--- config.mk ---
export PLATFORM = sky130hd
export DESIGN_NAME = multiply_add
export DESIGN_NICKNAME = d
export VERILOG_FILES = /design/src/rtl/multiply_add.sv
export SDC_FILE = /design/constraint.sdc
export NUM_CORES = 1
export LEC_CHECK = 0
export BUFFER_PORTS_ARGS = -buffer_cell sky130_fd_sc_hd__buf_2
export CAP_MARGIN = 25
export CORE_MARGIN = 2
export CORE_UTILIZATION = 40
export CTS_CLUSTER_DIAMETER = 200
export DETAILED_ROUTE_END_ITERATION = 8
export HOLD_SLACK_MARGIN = 0.12
export PLACE_DENSITY_LB_ADDON = 0.05
export SLEW_MARGIN = 20
export SYNTH_ARGS = -nofsm -noshare
export SYNTH_HDL_FRONTEND = slang
export SYNTH_SLANG_ARGS = --single-unit
export TNS_END_PERCENT = 30
--- constraint.sdc ---
create_clock -name clock -period 2.15 [get_ports clock]
set_clock_uncertainty 0.05 [all_clocks]
set_input_delay 0.3225 -clock clock [delete_from_list [all_inputs] [get_ports clock]]
set_output_delay 0.3225 -clock clock [all_outputs]
set_load 0.05 [all_outputs]
--- src/rtl/multiply_add.sv ---
// Sequential shift-add multiplier computing product = A*B + C over WIDTH-bit
// unsigned operands, one ADD/SHIFT pair per multiplier bit, then a final accumulate.
module multiply_add #(
    parameter int WIDTH = 8
) (
    input  logic                 clock,
    input  logic                 reset,
    input  logic                 start,
    input  logic [WIDTH-1:0]     multiplicand,
    input  logic [WIDTH-1:0]     multiplier,
    input  logic [WIDTH-1:0]     addend,
    output logic [2*WIDTH-1:0]   product,
    output logic                 done
);

    localparam int CW = $clog2(WIDTH + 1);

    typedef enum logic [1:0] {
        IDLE  = 2'd0,
        ADD   = 2'd1,
        SHIFT = 2'd2,
        ACCUM = 2'd3
    } state_t;

    state_t               state_r, state_s;
    logic [WIDTH-1:0]     a_r, a_s;
    logic [WIDTH-1:0]     c_r, c_s;
    logic [WIDTH:0]       hi_r, hi_s;
    logic [WIDTH-1:0]     lo_r, lo_s;
    logic [CW-1:0]        count_r, count_s;
    logic [2*WIDTH-1:0]   product_r, product_s;
    logic                 done_r, done_s;

    // Next-state and datapath update; every register holds unless its state acts on it.
    always_comb begin
        state_s   = state_r;
        a_s       = a_r;
        c_s       = c_r;
        hi_s      = hi_r;
        lo_s      = lo_r;
        count_s   = count_r;
        product_s = product_r;
        done_s    = done_r;
        case (state_r)
            IDLE: begin
                if (start) begin
                    a_s     = multiplicand;
                    c_s     = addend;
                    hi_s    = '0;
                    lo_s    = multiplier;
                    count_s = CW'(WIDTH);
                    done_s  = 1'b0;
                    state_s = ADD;
                end else begin
                    state_s = IDLE;
                end
            end
            ADD: begin
                // hi[WIDTH] is always clear here, so the low bits carry the whole partial sum
                if (lo_r[0]) begin
                    hi_s = {1'b0, hi_r[WIDTH-1:0]} + {1'b0, a_r};
                end else begin
                    hi_s = hi_r;
                end
                state_s = SHIFT;
            end
            SHIFT: begin
                hi_s    = {1'b0, hi_r[WIDTH:1]};
                lo_s    = {hi_r[0], lo_r[WIDTH-1:1]};
                count_s = count_r - CW'(1);
                if (count_r > CW'(1)) begin
                    state_s = ADD;
                end else begin
                    state_s = ACCUM;
                end
            end
            ACCUM: begin
                product_s = {hi_r[WIDTH-1:0], lo_r} + {{WIDTH{1'b0}}, c_r};
                done_s    = 1'b1;
                state_s   = IDLE;
            end
            default: begin
                state_s = IDLE;
            end
        endcase
    end

    // State register.
    always_ff @(posedge clock or posedge reset) begin
        if (reset) begin
            state_r <= IDLE;
        end else begin
            state_r <= state_s;
        end
    end

    // Datapath and output registers; reset clears everything and aborts any operation.
    always_ff @(posedge clock or posedge reset) begin
        if (reset) begin
            a_r       <= '0;
            c_r       <= '0;
            hi_r      <= '0;
            lo_r      <= '0;
            count_r   <= '0;
            product_r <= '0;
            done_r    <= 1'b1;
        end else begin
            a_r       <= a_s;
            c_r       <= c_s;
            hi_r      <= hi_s;
            lo_r      <= lo_s;
            count_r   <= count_s;
            product_r <= product_s;
            done_r    <= done_s;
        end
    end

    assign product = product_r;
    assign done    = done_r;

endmodule

Yosys cells after proc, flatten, opt, wreduce, memory -nomap -nowiden
Index checks and enable logic that the tools add are counted.

Register bits after elaboration: 56. Latch bits: 0. Memory bits (writable): 0. Bits in read-only memories: 0. Output and inout port bits: 17. Word-level logic and storage cells: 37. Memories kept: 0.

Add/subtract/negate cells: 3. Multiply operators: 0. Div/mod/pow operators: 0. Magnitude comparators: 1. Eq/ne operators: 5. Shift operators: 0. Muxes and demuxes: 12. Bitwise gates (word level): 0. Reductions and logical operators: 8.

Operators by type and width (number): 9-bit case mux with 3 select lines (1); 9-bit two-way mux (2); 16-bit by 8-bit adder with 16-bit output (1); 8-bit case mux with 2 select lines (1); 8-bit by 8-bit adder with 9-bit output (1); 8-bit two-way mux (1); 2-bit case mux with 4 select lines (1); 4-bit case mux with 2 select lines (1); 2-bit AND reduction (3); 2-bit equality test (second input constant) (2); 4-bit by 1-bit greater-than comparator with 1-bit output (second input constant) (1); 4-bit two-way mux (1); 2-bit inequality test (second input constant) (2); 2-bit nonzero test (2); 4-bit by 1-bit subtractor with 4-bit output (second input constant) (1); 3-bit AND reduction (1); 3-bit nonzero test (1); 2-bit by 1-bit equality test with 1-bit output (second input constant) (1); 2-bit logical NOT (1); 1-bit two-way mux (2); 2-bit two-way mux (1); 1-bit case mux with 2 select lines (1).

Logic depth before layout (Yosys ltp)
Gate-level depths: netlist (run 1).

Word-level depth: 3. Depth in mapped cells: 8.

Worst setup path after synthesis (run 1)
No wires, ideal clock.

Kind: register to register. From: register lo_r[0]. To: register product_r[8] (netlist: product[8]). Setup time: 0.125 ns. Arrival: 1.964 ns. Required time: 1.975 ns. Path slack: 0.011 ns. Stages on the path, launching flop included: 8. Buffers on the path: 0. Period minus slack after synthesis: 2.139 ns. Path through: dfrtp_1 > ha_1 > fa_1 > a211oi_1 > o211ai_1 > nand2_1 > xnor2_1 > mux2_2.

Longest elaborated chain between the ends: 1.

Ends and longest elaborated chain: from (decl) (RTL line 29) `logic [WIDTH-1:0] lo_r, lo_s;`; from (signal assigned) (RTL line 111) `lo_r <= lo_s;`; 16-bit by 8-bit adder with 16-bit output (RTL line 78) `product_s = {hi_r[WIDTH-1:0], lo_r} + {{WIDTH{1'b0}}, c_r};`; to (signal assigned) (RTL line 113) `product_r <= product_s;`; to (decl) (RTL line 31) `logic [2*WIDTH-1:0] product_r, product_s;`.

No other way between the ends. A chain may end at the register's enable or synchronous reset.

Worst setup path in the final report (run 1)
From: register c_r[0]. To: register product_r[6] (netlist: product[6]).

Longest elaborated chain between the ends: 1.

Ends and longest elaborated chain: from (decl) (RTL line 27) `logic [WIDTH-1:0] c_r, c_s;`; from (signal assigned) (RTL line 109) `c_r <= c_s;`; 16-bit by 8-bit adder with 16-bit output (RTL line 78).

No other way between the ends.

==> flow_summary.ini, run 1 <==
[logic_synthesis]
synth_compound_area_share_pct = 16.3
netlist_top_cells_area = dfrtp_1, ha_1, mux2_2, o21ai_0, nand2_1
syn_area_sq_um = 3150
synth_area_leader_cell = dfrtp_1
synth_warnings = 0
synth_edf_count = 0
synth_xor_area_share_pct = 4.73
muxShareOfSynthArea_pct = 11.1
synthesis.instances = 304
synth-seq-cells = 56
synthAdderAreaFrac_pct = 10.4
ys_types = 42
synth_top_area_share_pct = 43.7
synthFlopType = dfrtp_1
avgSynthCellArea_sq_um = 10.4
synth_common_cells = dfrtp_1, nand2_1, mux2_2
synth_top_family_by_area = compound AO/OA/AOI/OAI gates
yosysMostFrequentCell = dfrtp_1
yosysSeqAreaShare_pct = 44.5
synth_fp_nets = 356
synthArstFlopShare_pct = 100
synthSimpleGateAreaFrac_pct = 10.4

[worst_setup_path]
required_ps = 2300
arrival_ps = 2200
r2r_slack_ps = 100
slowest_delay_ps = 390
cp-start-kind = register
rr_worst_depth = 8
r2r_start = c_r[0]
path_max_fanout = 3
endpoint_kind = register
critPathSlowestCell = dfrtp_1
crit_type = reg2reg
cp_cell_sequence = ha_2 > fa_2 > a211oi_2 > buf_4 > o21bai_1 > a21oi_1 > xnor2_1 > mux2_2
timing.rr.end = product[6]

[grt]
grt_max_degree = 57
grt_pass1_vias = 2443
antenna_found_initial = 0
use_met2_pct = 27.7
track_usage_pct = 17.4
overflow = 0
grt_pass1_wl_mm = 11.9
grt_busiest_layer = met2
met3_usage_pct = 3.09
grtUsageMet1_pct = 25.2

[power]
p_sw_share_pct = 47.0
p_sw_mw = 3.08
combPwrFrac_pct = 62.1
pwr-share-seq_pct = 28.7
pwr-share-clk_pct = 9.1
powerDensity_nw_per_um2 = 1750
internal_power_mw = 3.47
p_leak_nw = 1.72
ir_drop_v = 0.000656

[clocking]
cts.path.max_buffers = 2
root_buffer = clkbuf_8
cts_buffers = 5
cts_tree = yes
clkSlewWorstSetupHoldPaths_ps = 100
htreeDepth = 2
cts_sinks = 56
clk_latency_ps = 300

[sta]
maxSlewHeadroom_pct = 64.4
fin_crit_sh_pct = 95.2
grt_setup_unrepaired = true
post-route-min-period_ps = 2050
worstMarginPinSlew_ps = 530
setup_viol = 0
fmax_mhz = 488
slew_viol_final = 0
worst_slack_ps = 103
finalSetupTns_ps = 0
finalHoldViolations = 0
worst_hold_slack_ps = 192

[floorplan]
die_area_sq_um = 8600
io_pins = 44
die_h_microns = 92.8
start_util_pct = 41.0
fp.dieW_microns = 92.8
core_sq_um = 7690
std_cell_rows = 32

[detailed_routing]
via_count = 2408
via_per_inst = 5.12
drt_first_pass_iters = 4
drc_errors = 0
postRouteAntennaNets = 0
routedWlPerCell_microns = 14.7
drtIter0Drc = 61
wirelength_mm = 6.89

[finish]
layout.cells.non_filler = 470
final_nets = 419
design_area_sq_um = 3750
drive_gt1_share_pct = 28.8
syn_to_final_growth_pct = 19.2
diodes = 0

[place]
place_hpwl_mm = 5.18
finalWeightedCongestion = 0.806
port_buffers = 43
place_inst = 461
dpl_cell_area_sq_um = 3630
place_worst_setup_slack_ps = -24.3

[job]
maxCapViolCount = 0

[run_status]
run_status = finished clean

[worst_hold_path]
min_to = a_r[3]
holdPathStages = 2
hp-start = multiplicand[3]
hp-class = in2reg
final cells by class:
| type | count | area (sq um) |
|---|---|---|
| Clock buffer | 7 | 86.3 |
| Clock inverter | 1 | 7.51 |
| Fill cell | 785 | 3930 |
| Inverter | 12 | 45.0 |
| Multi-Input combinational cell | 227 | 1690 |
| Sequential cell | 56 | 1400 |
| Tap cell | 102 | 128 |
| Timing Repair Buffer | 65 | 395 |
worst max-delay path: cells and delay by family, from the launching register on:
family                     cells  cell delay [ps]
DFF                            1              390
buffers and inverters          1              140
muxes                          1              260
xor gates and xnor gates       1               80
adders and majority gates      2              550
AOI/OAI and AO/OA              3              480
power groups by stage:
stage | combinational, mW | clock (mW) | sequential [mW]
after global placement | 3.98 | 0 | 1.89
final | 4.07 | 0.598 | 1.88
after detailed placement | 4.01 | 0 | 1.91
after floorplan | 2.39 | 0 | 2.41
after CTS | 4.06 | 0.634 | 1.89
after global routing | 4.51 | 0.671 | 1.96
cells in the final DEF, fill, tap and decap left out, drive strengths merged, types with 7 or more instances in the layout:
master	count
a21oi	17
buf	64
clkbuf	7
dfrtp	55
ha	23
inv	12
mux2	24
mux2i	8
nand2	29
nor2	20
o21ai	27
xnor2	9
xor2	8
flip-flops by register name, summed over array words and instances, names as in the netlist:
signal / cells
count_r: 4
product: 16
state_r: 2
hi_r: 9
done: 1
lo_r: 8
a_r: 8
c_r: 8
layer usage:
| metal | wire, microns | vias up |
|---|---|---|
| met3 | 225 | 5 |
| met5 | 0 | - |
| li1 | - | 1228 |
| met2 | 3120 | 46 |
| met4 | 44 | 0 |
| met1 | 3500 | 1129 |
kinds of logic (layout without fill, tap and decap cells):
logic type / after synthesis / in the layout
AOI/OAI and AO/OA: 81 / 81
and+or+nand+nor: 72 / 72
DFF: 56 / 56
muxes: 32 / 32
adders and majority gates: 25 / 25
buffers and inverters: 21 / 85
xor gates and xnor gates: 17 / 17
per-stage QoR:
stage          power [mW]  utilization [%]
2_1_floorplan        4.80                -
3_3_place_gp         5.87             47.2
3_5_place_dp         5.93             47.2
4_1_cts              6.59             48.7
5_1_grt              7.14             48.8
6_report             6.55             48.8
timing repair:
item | CTS | global route
endpoints found under the setup margin | 5 | 8
gates resized for setup | 2 | 4
hold endpoints to repair | 55 | 0
buffers inserted | 0 | 0
pin swaps | 2 | 3
hold buffers | 1 | 0
gates cloned | 0 | 0
worst max path at each step:
stage / slack (ps) / depth (start not counted) / end / start
floorplan: 10 / 7 / product[8] / lo_r[0]
detailed placement: -20 / 8 / product[8] / c_r[0]
finish: 100 / 8 / product[6] / c_r[0]
CTS: 40 / 8 / product[8] / c_r[0]
global route: -40 / 8 / product[8] / c_r[0]
global placement: 20 / 8 / product[8] / c_r[0]
No activity file was read; power rests on OpenSTA's default activity.
==> inputs of run 2 (changes only) <==
--- a/config.mk
+++ b/config.mk
@@ -7,6 +7,8 @@
 export LEC_CHECK = 0
 export BUFFER_PORTS_ARGS = -buffer_cell sky130_fd_sc_hd__buf_2
 export CAP_MARGIN = 25
+export CELL_PAD_IN_SITES_DETAIL_PLACEMENT = 1
+export CELL_PAD_IN_SITES_GLOBAL_PLACEMENT = 1
 export CORE_MARGIN = 2
 export CORE_UTILIZATION = 40
 export CTS_CLUSTER_DIAMETER = 200
==> run 2 against run 1 <==
- first-iteration DRC count grew 30%
- sequential share of layout area shrank 0.86 points
- combinational power grew 6.4%
- count of clock-buffer cells in the layout shrank 1
- setup slack lost 10 ps
- hold slack lost 12 ps
- die area is the same
- wire length grew 9.7%
- critical endpoint is now product[8]
- highest routed layer unchanged
==> flow_summary.ini, run 2 (same netlist as run 1, synthesis figures left out) <==
[sta]
post-route-min-period_ps = 2060
worst_hold_slack_ps = 180
setup_viol = 0
worstMarginPinSlew_ps = 518
slew_viol_final = 0
finalHoldViolations = 0
fin_crit_sh_pct = 95.7
grt_setup_unrepaired = true
finalSetupTns_ps = 0
maxSlewHeadroom_pct = 65.5
fmax_mhz = 486

[finish]
diodes = 0
final_cell_mix = dfrtp_1, buf_2, nand2_1
syn_to_final_growth_pct = 22.0
largest_reg_flops = 16
final_nets = 419
fill_cells = 903
seqCellArea_sq_um = 1400
drive_gt1_share_pct = 30.7
final_common_cell = dfrtp_1
multi_input_area_sq_um = 1770

[grt]
grt_pass1_wl_mm = 12.5
grt_pass1_vias = 2547
grt_max_degree = 57
overflow = 0
antenna_found_initial = 0
track_usage_pct = 18.3

[place]
finalWeightedCongestion = 0.825
port_buffers = 43
place_hpwl_mm = 5.66

[clocking]
cts_buffers = 5
clk_latency_ps = 310
root_buffer = clkbuf_8
cts.path.max_buffers = 2
clkSlewWorstSetupHoldPaths_ps = 100
cts_tree = yes
cts_sinks = 56
htreeDepth = 2

[worst_setup_path]
crit_type = reg2reg
r2r_slack_ps = 90
endpoint_kind = register
required_ps = 2300
cp_cell_sequence = ha_2 > fa_2 > a211oi_2 > buf_4 > o211ai_1 > nand2_1 > xnor2_1 > mux2_2
path_max_fanout = 4
critPathSlowestCell = dfrtp_1
cp-start-kind = register
critPathTopFamily = adder cells
slowest_delay_ps = 400
crit_buf_inv = 1
arrival_ps = 2210

[floorplan]
core_sq_um = 7690
fp.dieW_microns = 92.8
die_h_microns = 92.8
std_cell_rows = 32
start_util_pct = 41.0
die_area_sq_um = 8600
io_pins = 44

[detailed_routing]
via_per_inst = 5.23
drc_errors = 0
drt_first_pass_iters = 4
via_count = 2460
drtIter0Drc = 79
postRouteAntennaNets = 0
wirelength_mm = 7.56
routedWlPerCell_microns = 16.1

[power]
p_leak_nw = 1.74
internal_power_mw = 3.69
ir_drop_v = 0.000748
pwr-share-seq_pct = 27.8
pwr-share-clk_pct = 10.1
p_sw_mw = 3.27
combPwrFrac_pct = 62.2
powerDensity_nw_per_um2 = 1810
p_sw_share_pct = 47.0

[worst_hold_path]
hp-class = in2reg

[job]
maxCapViolCount = 0

[run_status]
run_status = finished clean
-- run 2: final timing paths --
path,cells after the start,endpoint,start
min reg2reg,1,product[5],product[5]
max,8,product[8],lo_r[0]
min in group asynchronous,4,lo_r[0],reset
max in group asynchronous,4,done,reset
min,2,a_r[5],multiplicand[5]
max reg2reg,8,product[8],lo_r[0]
-- run 2: power groups by stage --
stage | Clock, mW | Combinational (mW) | Sequential [mW]
after floorplan | 0 | 2.39 | 2.41
after global placement | 0 | 3.99 | 1.90
after detailed placement | 0 | 4.08 | 1.92
after CTS | 0.733 | 4.10 | 1.90
after global routing | 0.769 | 4.78 | 2.01
final | 0.700 | 4.33 | 1.93
-- run 2: routing by layer --
| layer | GRT usage (%) | vias up | share of wire [%] |
|---|---|---|---|
| met5 | 0 | - | 0 |
| met4 | 3.68 | 0 | 0.83 |
| met3 | 3.25 | 6 | 3.0 |
| met2 | 29.7 | 31 | 45 |
| met1 | 25.9 | 1201 | 51 |
| li1 | - | 1222 | - |
-- run 2: through the flow --
step / instances / util, % / instance area, sq um / worst slack (ps) / total power, mW
2_1_floorplan: 304 / - / 3150 / 11.2 / 4.80
3_3_place_gp: 460 / 47.1 / 3620 / 48.3 / 5.89
3_5_place_dp: 460 / 47.1 / 3620 / -0.187 / 6.00
4_1_cts: 469 / 48.6 / 3740 / -5.04 / 6.74
5_1_grt: 470 / 50.0 / 3840 / -55.9 / 7.55
6_report: 470 / 50.0 / 3840 / 92.5 / 6.97
-- run 2: area by class of cell --
cell class              count  share of cell area [%]
repair buffers             65                    10.3
flip-flops and latches     56                    36.5
well taps                 102                    3.32
inverters                  12                    1.17
multi-input cells         227                    45.9
clock buffers               6                    1.89
clock inverters             2                   0.911
-- run 2: worst reg2reg max path, cell delays in order, from the launching register on --
cell and delay [ps]:
dfrtp_1 400, ha_2 190, fa_2 350, a211oi_2 210, buf_4 140, o211ai_1 140, nand2_1 130, xnor2_1 60
mux2_2 250
-- run 2: what timing repair did --
action / in CTS / in global routing
pin swaps: 2 / 3
setup buffers: 0 / 1
hold buffers: 1 / 0
hold endpoints to repair: 55 / 0
setup endpoints to repair: 2 / 17
resized for setup: 0 / 18
cloned: 0 / 0
